===== src/rtl/multicycle_add_sub.sv =====
`default_nettype none
// ============================================================================
//  Module      : multicycle_add_sub
//  Description : WIDTH-bit adder/subtractor that reuses one SLICE-bit
//                ripple-carry chain for NSLICE clocks per operation, with a
//                start/ready/done handshake and registered result and flags.
//  Revision    : 1.0 - initial parametrised release
// ============================================================================
module multicycle_add_sub #(
   parameter int WIDTH = 16,
   parameter int SLICE = 4
) (
   input  logic             clk,
   input  logic             reset,
   input  logic             start,
   input  logic             sub,
   input  logic [WIDTH-1:0] in1,
   input  logic [WIDTH-1:0] in2,
   input  logic             carry_in,
   output logic             ready,
   output logic             done,
   output logic [WIDTH-1:0] out,
   output logic             carry_out,
   output logic             overflow,
   output logic             zero
);

   localparam int NSLICE = WIDTH / SLICE;
   localparam int IDXW   = (NSLICE > 1) ? $clog2(NSLICE) : 1;
   localparam logic [IDXW-1:0] LAST_IDX = IDXW'(NSLICE - 1);

   typedef enum logic [0:0] {
      IDLE = 1'b0,
      RUN  = 1'b1
   } state_t;

   state_t            state_q, state_d;
   logic [IDXW-1:0]   idx_q,   idx_d;
   logic [WIDTH-1:0]  a_q,     a_d;
   logic [WIDTH-1:0]  b_q,     b_d;
   logic              c_q,     c_d;
   logic [WIDTH-1:0]  part_q,  part_d;
   logic [WIDTH-1:0]  out_q,   out_d;
   logic              carry_q, carry_d;
   logic              ovf_q,   ovf_d;
   logic              zero_q,  zero_d;
   logic              done_q,  done_d;

   logic [SLICE-1:0]  a_sl;
   logic [SLICE-1:0]  b_sl;
   logic [SLICE:0]    sl_sum;
   logic [WIDTH-1:0]  full_sum;

   // Shared slice adder: select the current slice, add it, and splice the
   // slice sum into the partial result (a decoded mux keeps indexing static).
   always_comb begin
      a_sl = '0;
      b_sl = '0;
      for (int i = 0; i < NSLICE; i++) begin
         if (idx_q == IDXW'(i)) begin
            a_sl = a_q[i*SLICE +: SLICE];
            b_sl = b_q[i*SLICE +: SLICE];
         end
      end
      sl_sum   = {1'b0, a_sl} + {1'b0, b_sl} + {{SLICE{1'b0}}, c_q};
      full_sum = part_q;
      for (int i = 0; i < NSLICE; i++) begin
         if (idx_q == IDXW'(i)) begin
            full_sum[i*SLICE +: SLICE] = sl_sum[SLICE-1:0];
         end
      end
   end

   // Control FSM and datapath next-state; subtraction is A + ~B + ~borrow,
   // so B and the carry are inverted once at accept time.
   always_comb begin
      state_d = state_q;
      idx_d   = idx_q;
      a_d     = a_q;
      b_d     = b_q;
      c_d     = c_q;
      part_d  = part_q;
      out_d   = out_q;
      carry_d = carry_q;
      ovf_d   = ovf_q;
      zero_d  = zero_q;
      done_d  = 1'b0;
      case (state_q)
         IDLE: begin
            if (start) begin
               a_d     = in1;
               b_d     = sub ? ~in2 : in2;
               c_d     = carry_in ^ sub;
               idx_d   = '0;
               part_d  = '0;
               state_d = RUN;
            end
         end
         RUN: begin
            part_d = full_sum;
            c_d    = sl_sum[SLICE];
            if (idx_q == LAST_IDX) begin
               out_d   = full_sum;
               carry_d = sl_sum[SLICE];
               ovf_d   = (a_q[WIDTH-1] == b_q[WIDTH-1]) &&
                         (full_sum[WIDTH-1] != a_q[WIDTH-1]);
               zero_d  = (full_sum == '0);
               done_d  = 1'b1;
               idx_d   = '0;
               state_d = IDLE;
            end else begin
               idx_d = idx_q + 1'b1;
            end
         end
         default: state_d = IDLE;
      endcase
   end

   // State and result registers; reset discards any in-flight operation.
   always_ff @(posedge clk) begin
      if (reset) begin
         state_q <= IDLE;
         idx_q   <= '0;
         a_q     <= '0;
         b_q     <= '0;
         c_q     <= 1'b0;
         part_q  <= '0;
         out_q   <= '0;
         carry_q <= 1'b0;
         ovf_q   <= 1'b0;
         zero_q  <= 1'b0;
         done_q  <= 1'b0;
      end else begin
         state_q <= state_d;
         idx_q   <= idx_d;
         a_q     <= a_d;
         b_q     <= b_d;
         c_q     <= c_d;
         part_q  <= part_d;
         out_q   <= out_d;
         carry_q <= carry_d;
         ovf_q   <= ovf_d;
         zero_q  <= zero_d;
         done_q  <= done_d;
      end
   end

   assign ready     = (state_q == IDLE);
   assign done      = done_q;
   assign out       = out_q;
   assign carry_out = carry_q;
   assign overflow  = ovf_q;
   assign zero      = zero_q;

endmodule
`default_nettype wire


===== config.mk =====
export PLATFORM = sky130hd
export DESIGN_NAME = multicycle_add_sub
export DESIGN_NICKNAME = d
export VERILOG_FILES = /design/src/rtl/multicycle_add_sub.sv
export SDC_FILE = /design/constraint.sdc
export NUM_CORES = 1
export LEC_CHECK = 0
export CORE_AREA = 5 5 123 102
export CTS_BUF_LIST = sky130_fd_sc_hd__clkbuf_8
export CTS_CLUSTER_SIZE = 20
export DETAILED_ROUTE_END_ITERATION = 16
export DIE_AREA = 0 0 128 107
export GPL_TIMING_DRIVEN = 0
export PLACE_DENSITY = 0.48
export SLEW_MARGIN = 5
export SYNTH_ARGS = -nofsm -noshare
export SYNTH_HDL_FRONTEND = slang
export SYNTH_SLANG_ARGS = --single-unit

===== constraint.sdc =====
create_clock -name clk -period 7.75 [get_ports clk]
set_input_delay 0.775 -clock clk [delete_from_list [all_inputs] [get_ports clk]]
set_output_delay 0.775 -clock clk [all_outputs]
set_load 0.03 [all_outputs]

Word level (Yosys, flattened, before mapping)
Cells that the tools add are included.

$add $sub $neg: 3. $mul: 0. Div/mod/pow operators: 0. Magnitude comparators: 0. Equal/unequal tests: 6. Shift-type cells: 0. Multiplexer cells: 24. Bitwise operators: 3. Reduce and logical (&&, ||, !) cells: 6.

Operator list (number): $mux W4 (12); $mux W16 (2); $pmux W16 S2 (1); $logic_not A16 Y1 (1); $not A16 Y16 (1); $add A4 B4 Y5 (1); $add A5 B1 Y5 (1); $eq A2 B2 Y1 const B (2); $mux W1 (4); $mux W2 (2); $pmux W1 S2 (2); $pmux W2 S2 (1); $reduce_and A2 Y1 (2); $add A2 B1 Y2 const B (1); $eq A2 B1 Y1 const B (1); $logic_not A2 Y1 (1); $ne A2 B2 Y1 const B (1); $reduce_or A2 Y1 (1); $eq A1 B1 Y1 (1); $logic_and A1 B1 Y1 (1); $ne A1 B1 Y1 (1); $not A1 Y1 (1); $xor A1 B1 Y1 (1).

Flip-flop bits (word level): 72. Bits in latches: 0. Bits in writable memories: 0. ROM bits: 0. Input bits: 37. Output and inout port bits: 21. Word-level logic and storage cells: 53. Memories: 0.

Logic depth before layout (Yosys ltp)
Gate-level depths: netlist (run 1).

Depth after elaboration: 10. Mapped depth: 15. Depth with buffers taken out: 13.

Worst setup path after synthesis (run 1)
Ideal clock, no wire load.

Path type: register -> register. Start point: reg idx_q[0]. End point: reg part_q[2]. Library setup time: 0.128 ns. Arrival time: 2.645 ns. Path slack: 4.977 ns. Stages on the path, launching flop included: 16. Path buffers: 2. Period minus slack after synthesis: 2.773 ns. Cells stage by stage: dfxtp_1 inv_1 ha_1 buf_2 buf_2 nand3b_1 a21oi_1 a21oi_1 o21ai_0 fa_1 inv_1 fa_1 xnor2_1 and2_1 a22oi_1 nor2_1.

Longest elaborated chain between the ends: 9.

RTL lines: start: declaration (RTL line 38) `logic [IDXW-1:0] idx_q, idx_d;`; start signal: assignment (RTL line 135) `idx_q <= idx_d;`; $logic_not A2 Y1 (RTL line 60, 68); $mux W4 (4 in a row) (RTL line 60) `if (idx_q == IDXW'(i)) begin`; $add A4 B4 Y5 (RTL line 65) `sl_sum = {1'b0, a_sl} + {1'b0, b_sl} + {{SLICE{1'b0}}, c_q};`; $add A5 B1 Y5 (RTL line 65); $mux W4 * (RTL line 68) `if (idx_q == IDXW'(i)) begin`; $pmux W16 S2 * (RTL line 88) `case (state_q)`; end signal: assignment (RTL line 139) `part_q <= part_d;`; end: declaration (RTL line 42) `logic [WIDTH-1:0] part_q, part_d;`.

Every way passes the cells marked *; elsewhere a longest branch is shown, timed or not. A chain may end at the register's enable or synchronous reset.

Worst setup path after layout (run 1)
Start point: reg idx_q[0]. End point: reg part_q[10].

Longest elaborated chain between the ends: 9.

RTL lines (RTL line): $logic_not A2 Y1 (60); $mux W4 (4 in a row) (60); $add A4 B4 Y5 (65); $add A5 B1 Y5 (65); $mux W4 * (68); $pmux W16 S2 * (88).

Marks and branches as above.

==> results of run 1 <==
critical path, cell delays in order, from the launching register on:
cell	delay, ns
dfxtp_1	0.35
inv_1	0.09
ha_1	0.22
buf_2	0.27
clkbuf_1	0.42
a21oi_1	0.16
o21ai_0	0.28
fa_1	0.28
inv_1	0.06
fa_1	0.42
xnor2_1	0.57
and2_1	0.29
a22oi_1	0.11
nor2_1	0.11
power breakdown:
| group | switching [µW] | internal, µW |
|---|---|---|
| Combinational | 81.4 | 60.3 |
| Clock | 131 | 128 |
| Sequential | 10.4 | 369 |
| Total | 223 | 558 |
layer usage:
metal	global-route usage	wire length, µm	up-vias
met5	0	0	-
met4	0.0318	82	0
met3	0.0324	396	8
met2	0.204	3900	59
met1	0.217	5040	1356
li1	-	-	1478
placed cells by master, fill, tap and decap left out, types with 4 or more instances in the layout:
cell             count
mux2i_1              7
xnor2_1             18
a21oi_1             34
o31ai_1              4
ha_1                 7
dfxtp_1             69
a211oi_1            18
a32oi_1              6
clkdlybuf4s50_1     56
o41ai_1              4
nand2_1             68
nand3b_1            13
a22oi_1              6
buf_2                8
a21o_1               6
clkbuf_1            15
nor2_1              33
inv_1                8
clkbuf_8            11
o21ai_0             24
how the worst max path moves through the flow:
stage / from / end / slack (ns) / depth (start not counted)
after floorplan: idx_q[0] / part_q[2] / 4.98 / 15
after global placement: idx_q[1] / part_q[6] / 4.09 / 14
after detailed placement: idx_q[0] / part_q[10] / 4.05 / 13
after CTS: idx_q[0] / part_q[10] / 4.03 / 13
after global routing: idx_q[0] / part_q[10] / 3.64 / 13
final: idx_q[0] / part_q[10] / 4.05 / 13
sequential cells by signal (all words and copies together) (netlist names):
signal,cells
out,16
c_q,1
a_q,16
carry_out,1
done,1
zero,1
overflow,1
part_q,13
idx_q,2
b_q,16
state_q,1
metrics by stage:
step	area (µm²)	power, µW	instances	hold slack [ns]	setup WS [ns]
final	4170	781	605	0.446	4.05
after global routing	4170	821	605	0.484	3.64
after CTS	4170	787	605	0.447	4.03
after detailed placement	4000	530	591	0.437	4.05
after global placement	4000	529	591	0.434	4.09
after floorplan	3250	475	387	0.436	4.98
cells by family (layout without fill, tap and decap cells):
family	after synthesis	after routing
AO/OA/AOI/OAI	111	111
buffers and inverters	39	109
AND/OR/NAND/NOR	130	130
flip-flops	69	69
adder cells (fa/ha/maj)	9	9
multiplexers	8	8
XOR/XNOR	21	21
area by class of cell:
class	count	area share
multi-input cells	279	0.407
flip-flops and latches	69	0.332
repair buffers	56	0.135
well taps	148	0.0445
clock buffers	11	0.0363
plain buffers	30	0.0342
inverters	9	0.00811
clock inverters	3	0.00330
==> impl_metrics.yaml, run 1 <==
critical_path:
  cp-end-kind: "register"
  crit_type: "reg -> reg"
  critical_path_arrival_ns: 3.97
  start_kind: "register"
  worstPathRequired_ns: 8.02
  r2r_start: "idx_q[0]"
  crit_fanout: 10
  r2r_cells: 13
  reg2reg_to: "part_q[10]"
  r2r_slack_ns: 4.05
cts:
  post_cts_buffers: 0
  cts_buffer_depth: 2
  cts_tree: "built"
  root_buffer: "clkbuf_8"
  cts_resized: 0
  insertion_delay_ns: 0.34
  cts-buffers-inserted: 9
  cts_max_level: 3
  clk_pin_slew_worst_paths_ns: 0.07
  clock_sinks: 69
  hold_buffers: 0
worst_hold_path:
  hold_path_end: "carry_out"
  worstHoldPathType: "reg -> reg"
  hold_start: "carry_out"
  whs_path_depth: 2
yosys:
  synth_warnings: 0
  synth.top_cells.by_count: "dfxtp_1, nand2_1, a21oi_1"
  synth.distinct_cells: 45
  synth_area_leaders: "dfxtp_1, nand2_1, a21oi_1"
  synth-compound-area-share: 0.221
  yosys.area_share.simple: 0.179
  synth-edff-count: 0
  yosysTopAreaCell: "dfxtp_1"
  yosysMostFrequentCell: "dfxtp_1"
  syn_area_um2: 3250
  syn-num-nets: 433
  synth_top_area_frac: 0.424
  synth_ff_type: "dfxtp_1"
  synthAdderAreaFrac: 0.0392
  synth_top_family_by_area: "compound AO/OA/AOI/OAI gates"
  syn_inst: 387
  synth_seq_cells: 69
  seq_area_frac_synth: 0.424
  muxShareOfSynthArea: 0.0261
  ys_async_sr_fraction: 0
  synth_xor_xnor_area_share: 0.0565
  avgSynthCellArea_um2: 8.41
flow_run:
  cap_viol_max_count: 0
cells_and_area:
  n_antenna_cell: 0
  nNetsFinal: 500
  ff_latch_area_um2: 1380
  multi_input_area_um2: 1700
  nFillCells: 1203
  syn_to_final_growth_pct: 28.0
  post-route-util: 0.372
  drive_above_1_share: 0.0656
global_routing:
  grt_pass1_vias: 2849
  antenna_found_initial: 0
  track_usage: 0.143
  grt_max_degree: 11
  grt-ovfl-total: 0
  grt_pass1_wl_um: 15600
pwr:
  powerDensity_nw_per_um2: 187
  ir_worst_vdd_mv: 0.0765
  leakage_uw: 0.00151
detailed_routing:
  drt-initial-drc-count: 186
  wl_per_cell_um: 15.6
  first_pass_iters: 4
  num_vias: 2901
  post-route-drc-count: 0
  antenna_left: 0
  drt-total-wl_um: 9420
  vias_per_cell: 4.80
sta:
  period_needed_ns: 3.70
  fin_worst_skew_ns: 0.00672
  slew_headroom: 0.548
  fmax_ghz: 0.271
  setup_tns_ns: 0
  worst_pin_slew_ns: 0.673
  final-setup-viol-count: 0
  hold_viol_final: 0
  rsz0062_at_grt: "false"
  finalMaxSlewViolations: 0
  fin_crit_sh: 0.477
place:
  portBuffers: 56
  dp_hpwl_um: 7050
  gp_congestion: 0.824
status:
  status: "finished clean"
floorplanning:
  die_y_um: 107
  core-area_um2: 11200
  dieArea_um2: 13700
  die_w_um: 128
  start_util: 0.290
  io_pins: 58
  rows: 35
No activity file was read; power rests on OpenSTA's default activity.
==> run 2, diff against run 1 <==
- clock period: 7.75 -> 3.45 ns (I/O delays scaled with it)
==> run 2 against run 1 <==
Critical path type unchanged. Fmax increased by 15%. First-iteration DRC count decreased by 19%. Non-clock buffer count unchanged. Utilization increased by 0.31 points. Combinational power increased by 130%. Die area unchanged. Final area increased by 0.84%. Cell count unchanged. Critical endpoint unchanged. Critical path depth increased by 1. Sequential power increased by 120%. Sequential share of layout area decreased by 0.28 points. Flip-flop and latch count unchanged.
==> impl_metrics.yaml, run 2 (synthesis gave the netlist of run 1 again) <==
status:
  status: "finished clean"
cells_and_area:
  post-route-util: 0.375
  drive_above_1_share: 0.0788
  final_cell_mix: "dfxtp_1, nand2_1, clkdlybuf4s50_1, a21oi_1, nor2_1"
  syn_to_final_growth_pct: 29.1
  nFillCells: 1198
  final_cells: 605
  final_common_cell: "dfxtp_1"
  nNetsFinal: 500
  final_area_um2: 4200
  n_antenna_cell: 0
sta:
  finalMaxSlewViolations: 0
  fmax_ghz: 0.312
  slew_headroom: 0.633
  setup_tns_ns: 0
  rsz0062_at_grt: "false"
  fin_crit_sh: 0.929
  hold_viol_final: 0
  final-setup-viol-count: 0
  worst_pin_slew_ns: 0.551
  hold_slack_ns: 0.445
  period_needed_ns: 3.21
  fin_worst_skew_ns: 0.00797
floorplanning:
  start_util: 0.290
  core-area_um2: 11200
  die_w_um: 128
  dieArea_um2: 13700
  die_y_um: 107
  io_pins: 58
  rows: 35
place:
  gp_congestion: 0.824
  dp_cells: 591
  portBuffers: 56
  dp_hpwl_um: 7050
  placed_cell_area_um2: 4000
global_routing:
  grt_max_degree: 11
  grt_pass1_vias: 2853
  grt-ovfl-total: 0
  antenna_found_initial: 0
  track_usage: 0.143
  grt_pass1_wl_um: 15600
critical_path:
  cp-end-kind: "register"
  worstPathRequired_ns: 3.67
  crit_slowest_cell: "fa_1"
  crit_type: "reg -> reg"
  start_kind: "register"
  cp_slowest_stage_delay_ns: 0.48
  critical_path_arrival_ns: 3.42
  worstPathCellList: "inv_1, ha_1, clkbuf_2, nand3b_1, a21oi_1, a21oi_1, o21ai_1, fa_2, inv_1, fa_1, xnor2_4, and2_1, a22oi_1, nor2_1"
  crit_fanout: 10
detailed_routing:
  vias_per_cell: 4.78
  antenna_left: 0
  num_vias: 2890
  wl_per_cell_um: 15.5
  first_pass_iters: 4
  drt-total-wl_um: 9410
  post-route-drc-count: 0
  drt-initial-drc-count: 151
cts:
  root_buffer: "clkbuf_8"
  cts_max_level: 3
  insertion_delay_ns: 0.34
  post_cts_buffers: 0
  cts_buffer_depth: 2
  cts_resized: 3
  clk_pin_slew_worst_paths_ns: 0.07
  cts_tree: "built"
  clock_sinks: 69
  hold_buffers: 0
  cts-buffers-inserted: 9
pwr:
  intPower_uw: 1260
  ir_worst_vdd_mv: 0.178
  pwr-share-clk: 0.328
  share_comb_of_total_power: 0.187
  power.switching_uw: 500
  leakage_uw: 0.00153
  powerDensity_nw_per_um2: 419
  swShare: 0.284
  pwr-share-seq: 0.485
worst_hold_path:
  worstHoldPathType: "reg -> reg"
flow_run:
  cap_viol_max_count: 0
run 2: critical path, delay by kind of cell (launching register included):
family,cells,cell delay (ns)
adder cells (fa/ha/maj),3,1.01
AO/OA/AOI/OAI,4,0.61
AND/OR/NAND/NOR,3,0.50
buffers and inverters,3,0.39
flip-flops,1,0.36
XOR/XNOR,1,0.21
run 2: worst paths after layout:
| kind | from | end | slack [ns] | cells after the start |
|---|---|---|---|---|
| worst max-delay path | idx_q[1] | part_q[10] | 0.24 | 14 |
| worst min register to register | carry_out | carry_out | 0.44 | 2 |
| worst min-delay path | carry_out | carry_out | 0.44 | 2 |
| worst max register to register | idx_q[1] | part_q[10] | 0.24 | 14 |
run 2: stage by stage:
step / worst slack [ns] / power (µW)
6_report: 0.244 / 1760
5_1_grt: 0.00878 / 1860
3_3_place_gp: -0.206 / 1190
2_1_floorplan: 0.677 / 1070
4_1_cts: 0.0532 / 1770
3_5_place_dp: -0.250 / 1190
run 2: power groups by stage:
stage | registers (µW) | logic [µW] | clock network [µW]
3_3_place_gp | 871 | 317 | 0
4_1_cts | 853 | 324 | 593
5_1_grt | 857 | 366 | 633
2_1_floorplan | 863 | 204 | 0
3_5_place_dp | 871 | 320 | 0
6_report | 853 | 329 | 578
run 2: cell type report:
type,instances,area [µm²],area share
multi-input cells,279,1730,0.411
flip-flops and latches,69,1380,0.329
repair buffers,56,561,0.133
well taps,148,185,0.0441
clock buffers,11,151,0.0360
plain buffers,30,149,0.0354
inverters,9,33.8,0.00804
clock inverters,3,13.8,0.00328
run 2: layer usage:
metal | share of wire | GRT usage | wire (µm) | vias to the layer above
li1 | - | - | - | 1477
met1 | 0.53 | 0.217 | 5000 | 1339
met2 | 0.41 | 0.204 | 3890 | 69
met3 | 0.049 | 0.0324 | 458 | 5
met4 | 0.0061 | 0.0318 | 57 | 0
met5 | 0 | 0 | 0 | -
==> edit 1 (flow settings as in run 1) <==
Put one more register stage on the output `overflow`, without a reset. The value now appears one clock later. The other outputs are not delayed to match.
--- a/src/rtl/multicycle_add_sub.sv
+++ b/src/rtl/multicycle_add_sub.sv
@@ -150,5 +150,7 @@
    assign out       = out_q;
    assign carry_out = carry_q;
-   assign overflow  = ovf_q;
+   always_ff @(posedge clk) begin
+      overflow <= ovf_q;
+   end
    assign zero      = zero_q;
 
Formal check against the unedited RTL: not equivalent (a bounded check fails within 10 cycles, from zero or initial values and one cycle with reset high).
==> edit 1 against run 1 <==
Worst hold slack got worse by 90 ps. Total power increased by 1.3%. Cell area increased by 0.72%. Area after synthesis increased by 0.62%. Clock skew increased by 0.53 ps. Critical path depth unchanged. Wire length decreased by 1.2%. Cell count increased by 0.33%. Non-clock buffer count unchanged. Worst setup slack got worse by 50 ps. Sequential cell count increased by 1. Largest power group unchanged. Highest routed layer unchanged.
==> edit 1: results (changes against run 1) <==
| Metric | Value |
|---|---|
| Status | `finished, final reports clean` |
| Share of post-route cells with drive strength above 1 | `6.75% (+0.19 points)` |
| Worst hold slack | `356 ps (-89.8 ps)` |
| Initial antenna violation count | `0 (unchanged)` |
| DRT iter0 DRCs | `182 (-2.2%)` |
| CTS buffer count | `9 (unchanged)` |
| Starting Density | `29.2% (+0.18 points)` |
| Worst IR Drop VDD | `83.4 uV (+8.9%)` |
| Hpwl dp | `7.05 mm (about the same)` |
| Drt first pass iters | `4 (unchanged)` |
| Leak | `1.51 nW (+0.29%)` |
| Average size of a mapped cell | `8.44 um^2 (+0.36%)` |
| Period minus WS final | `3750 ps (+49.7 ps)` |
| Number of global-route vias before repair | `2,859 (+0.35%)` |
| Post-synth top cells | `dfxtp_1 (70), nand2_1 (68), a21oi_1 (34)` |
| WL met2 | `4.08 mm (+4.6%)` |
| Final nets | `501 (+0.20%)` |
| Syn. warnings | `0 (unchanged)` |
| Wire length on met1 | `4.60 mm (-8.8%)` |
| Layout Skew | `7.25 ps (+0.534 ps)` |
| Resized Gates After CTS | `0 (unchanged)` |
| Data arrival, critical path | `4020 ps (+50 ps)` |
| Placer Congestion | `0.824 (about the same)` |
| Ant. Diodes | `0 (unchanged)` |
| First-pass GRT wire length | `15.3 mm (-2.1%)` |
| Max_slew headroom | `54.0% (-0.84 points)` |
| Most area-consuming cells after synthesis | `dfxtp_1 (43%), nand2_1 (7.8%), a21oi_1 (5.2%)` |
| Pre-CTS WS | `4050 ps (+5.24 ps)` |
| Cell-internal power | `565 uW (+1.2%)` |
| Average wire per standard cell | `15.3 um (-1.5%)` |
| Vias per inst | `4.80 (+0.19%)` |
| Share of flip-flops with an asynchronous set or reset | `0% (unchanged)` |
| Root buffer cell | `clkbuf_8` |
| Clock slew at reported path FFs | `70 ps (about the same)` |
| DR top layer | `met4` |
| Non-Filler Instances | `607 (+0.33%)` |
| Clk Latency, worst-skew pair | `340 ps (about the same)` |
| Largest net degree at the start of global routing | `12 (+1)` |
| Cell family with most CP delay | `adder cells` |
| Total track usage | `14.1% (-0.25 points)` |
| H-tree depth | `3 (unchanged)` |
| R2r setup slk | `4000 ps (-50 ps)` |
| CP max stage delay | `580 ps` |
| PortBufs | `56 (unchanged)` |
| CTS Buffer Depth | `2 (unchanged)` |
| Seq/Total Area, Yosys | `42.8% (+0.35 points)` |
| WL met3 | `594 um (+50%)` |
| Syn_nets | `434 (+0.23%)` |
| Placed Instances | `592 (+0.17%)` |
edit 1: cell count changes after synthesis:
cell,before,now
dfxtp_1,69,70
edit 1: kinds of logic after synthesis:
logic type / share of synthesized area [%]
compound gates: 21.9
xor+xnor: 5.62
fa+ha+maj: 3.90
buf+inv: 5.39
flops: 42.8
mux: 2.60
simple gates: 17.8
edit 1: path summary, 6_finish.rpt:
path	start	end	cells after the start
min reg2reg	ovf_q	overflow	0
max reg2reg	idx_q[0]	part_q[10]	13
min	ovf_q	overflow	0
max	idx_q[0]	part_q[10]	13
edit 1: cell type report:
cell class,instances,area (um^2)
plain buffers,30,143
clock inverters,4,23.8
flip-flops and latches,70,1400
inverters,9,33.8
clock buffers,11,151
fillers,1218,7020
repair buffers,56,561
well taps,148,185
multi-input cells,279,1700
edit 1: layer usage:
layer	track usage (%)	up-vias
met5	0	-
met4	3.56	0
met3	2.99	2
met2	21.3	69
met1	20.2	1360
li1	-	1485
edit 1: through the flow:
| stage | util [%] | instance area, um^2 |
|---|---|---|
| 4_1_cts | 37.4 | 4200 |
| 3_3_place_gp | 35.9 | 4020 |
| 5_1_grt | 37.4 | 4200 |
| 6_report | 37.4 | 4200 |
| 3_5_place_dp | 35.9 | 4020 |
| 2_1_floorplan | - | 3270 |
edit 1: power groups by stage:
| stage | combinational [mW] | sequential (mW) | clock [mW] |
|---|---|---|---|
| after floorplan | 0.0909 | 0.389 | 0 |
| after CTS | 0.142 | 0.385 | 0.274 |
| after global placement | 0.141 | 0.393 | 0 |
| after global routing | 0.156 | 0.387 | 0.288 |
| after detailed placement | 0.142 | 0.393 | 0 |
| final | 0.140 | 0.385 | 0.266 |
==> edit 2 (settings of run 1) <==
Made on the original files. Set the parameter `WIDTH` to 8 (it was 16).
--- a/src/rtl/multicycle_add_sub.sv
+++ b/src/rtl/multicycle_add_sub.sv
@@ -8,5 +8,5 @@
 // ============================================================================
 module multicycle_add_sub #(
-   parameter int WIDTH = 16,
+   parameter int WIDTH = 8,
    parameter int SLICE = 4
 ) (
Ports: changed (resized in1, in2 and out); port bits go from 58 to 34. No check against the original RTL was run, so the function may have changed too.
==> edit 2 against run 1 <==
Total power down 48%. Wire length fell by 54%. Sequential cell count shrank 32. Die area is the same. Largest cell class unchanged. Cell area fell by 46%. Worst setup slack gained 1300 ps. Area after synthesis is 49% lower. Largest power group unchanged. Maximum frequency up 56%.
==> edit 2: results (changes against run 1) <==
| Metric | Value |
|---|---|
| Leak | `0.786 nW (-48%)` |
| H-tree depth | `2 (-1)` |
| CP Max Fanout | `10 (unchanged)` |
| Total track usage | `6.76% (-7.6 points)` |
| Ant. Diodes | `0 (unchanged)` |
| Share of flip-flops with an asynchronous set or reset | `0% (unchanged)` |
| Drt first pass iters | `4 (unchanged)` |
| Hold Path Class | `reg2reg` |
| Worst IR Drop VDD | `70.1 uV (-8.4%)` |
| CTS Buffer Depth | `2 (unchanged)` |
| Post-CTS Setup Inserts | `0 (unchanged)` |
| Syn. warnings | `0 (unchanged)` |
| Seq/Total Area, Yosys | `44.3% (+1.9 points)` |
| Resized Gates After CTS | `0 (unchanged)` |
| Placed Instances | `374 (-37%)` |
| Clock slew at reported path FFs | `70 ps (about the same)` |
| Worst-Margin Slew | `570 ps (-103 ps)` |
| Hpwl dp | `3.38 mm (-52%)` |
| Slowest CP cell | `fa_1` |
| Status | `finished, final reports clean` |
| Root buffer cell | `clkbuf_8` |
| Hold depth | `2 (unchanged)` |
| Clk Latency, worst-skew pair | `280 ps (-60 ps)` |
| Antenna Nets Post-Route | `0 (unchanged)` |
| Largest net degree at the start of global routing | `12 (+1)` |
| Final nets | `259 (-48%)` |
| Syn_nets | `221 (-49%)` |
| Initial antenna violation count | `0 (unchanged)` |
| Post-synth top cells | `dfxtp_1 (37), nand2_1 (29), nor2_1 (29)` |
| Detailed-route via count | `1,404 (-52%)` |
| PortBufs | `31 (-45%)` |
| R2r setup slk | `5380 ps (+1330 ps)` |
| Share of post-route cells with drive strength above 1 | `8.12% (+1.6 points)` |
| First-pass GRT wire length | `7.40 mm (-53%)` |
| Vias per inst | `3.68 (-23%)` |
| Layout Skew | `8.39 ps (+1.67 ps)` |
| Placer Congestion | `0.805 (-2.4%)` |
| Number of global-route vias before repair | `1,525 (-46%)` |
| DRT iter0 DRCs | `55 (-70%)` |
| Drt total wl | `4.36 mm (-54%)` |
| CTS buffer count | `5 (-4)` |
| Most area-consuming cells after synthesis | `dfxtp_1 (44%), a21oi_1 (6.9%), nand2_1 (6.5%)` |
| Cells after Synth | `195 (-50%)` |
| Reg2Reg Depth | `8 (-5)` |
| Yosys cell types | `35 (-22%)` |
| CP max stage delay | `460 ps (-110 ps)` |
-- edit 2: per-layer routing --
metal  GRT usage, %  share of wire [%]
met5              0                  0
met4           2.35                1.5
met3           2.09                4.0
met2           10.6                 45
met1           8.74                 50
-- edit 2: worst paths after layout --
| check | from | end |
|---|---|---|
| hold / removal | out[2] | out[2] |
| setup reg to reg | idx_q | out[6] |
| hold reg to reg | out[2] | out[2] |
| setup / recovery | idx_q | out[6] |
-- edit 2: cell type report --
type / count / area (um^2)
fillers: 1274 / 8960
multi-input cells: 142 / 858
flip-flops and latches: 37 / 741
repair buffers: 31 / 310
well taps: 148 / 185
clock buffers: 5 / 68.8
plain buffers: 12 / 57.6
inverters: 4 / 15.0
clock inverters: 3 / 13.8
-- edit 2: kinds of logic after synthesis --
kind of cell | count (synthesis) | share of synthesized area, %
buffers and inverters | 16 | 4.34
AND/OR/NAND/NOR | 75 | 19.9
XOR/XNOR | 11 | 5.76
adder cells (fa/ha/maj) | 5 | 4.64
AO/OA/AOI/OAI | 41 | 14.7
flip-flops | 37 | 44.3
multiplexers | 10 | 6.29
-- edit 2: critical path, delay by kind of cell (launching register included) --
family | cells | cell delay, ps
adders and majority gates | 2 | 890
DFF | 1 | 380
buffers and inverters | 1 | 280
xor gates and xnor gates | 1 | 250
and+or+nand+nor | 2 | 160
muxes | 1 | 150
AOI/OAI and AO/OA | 1 | 120
-- edit 2: power breakdown --
group          internal, mW  switching (mW)  total [mW]
clock                0.0610          0.0660       0.127
combinational        0.0342          0.0406      0.0749
sequential            0.200         0.00655       0.207
total                 0.295           0.113       0.409
-- edit 2: per-stage QoR --
step | instance area [um^2] | worst slack [ps] | util, % | hold WS [ps] | total power, mW
6_report | 2250 | 5380 | 20.1 | 457 | 0.409
4_1_cts | 2250 | 5370 | 20.1 | 458 | 0.414
5_1_grt | 2250 | 5200 | 20.1 | 486 | 0.435
3_3_place_gp | 2170 | 5360 | 19.3 | 442 | 0.286
3_5_place_dp | 2170 | 5390 | 19.3 | 447 | 0.287
2_1_floorplan | 1670 | 5630 | - | 433 | 0.259
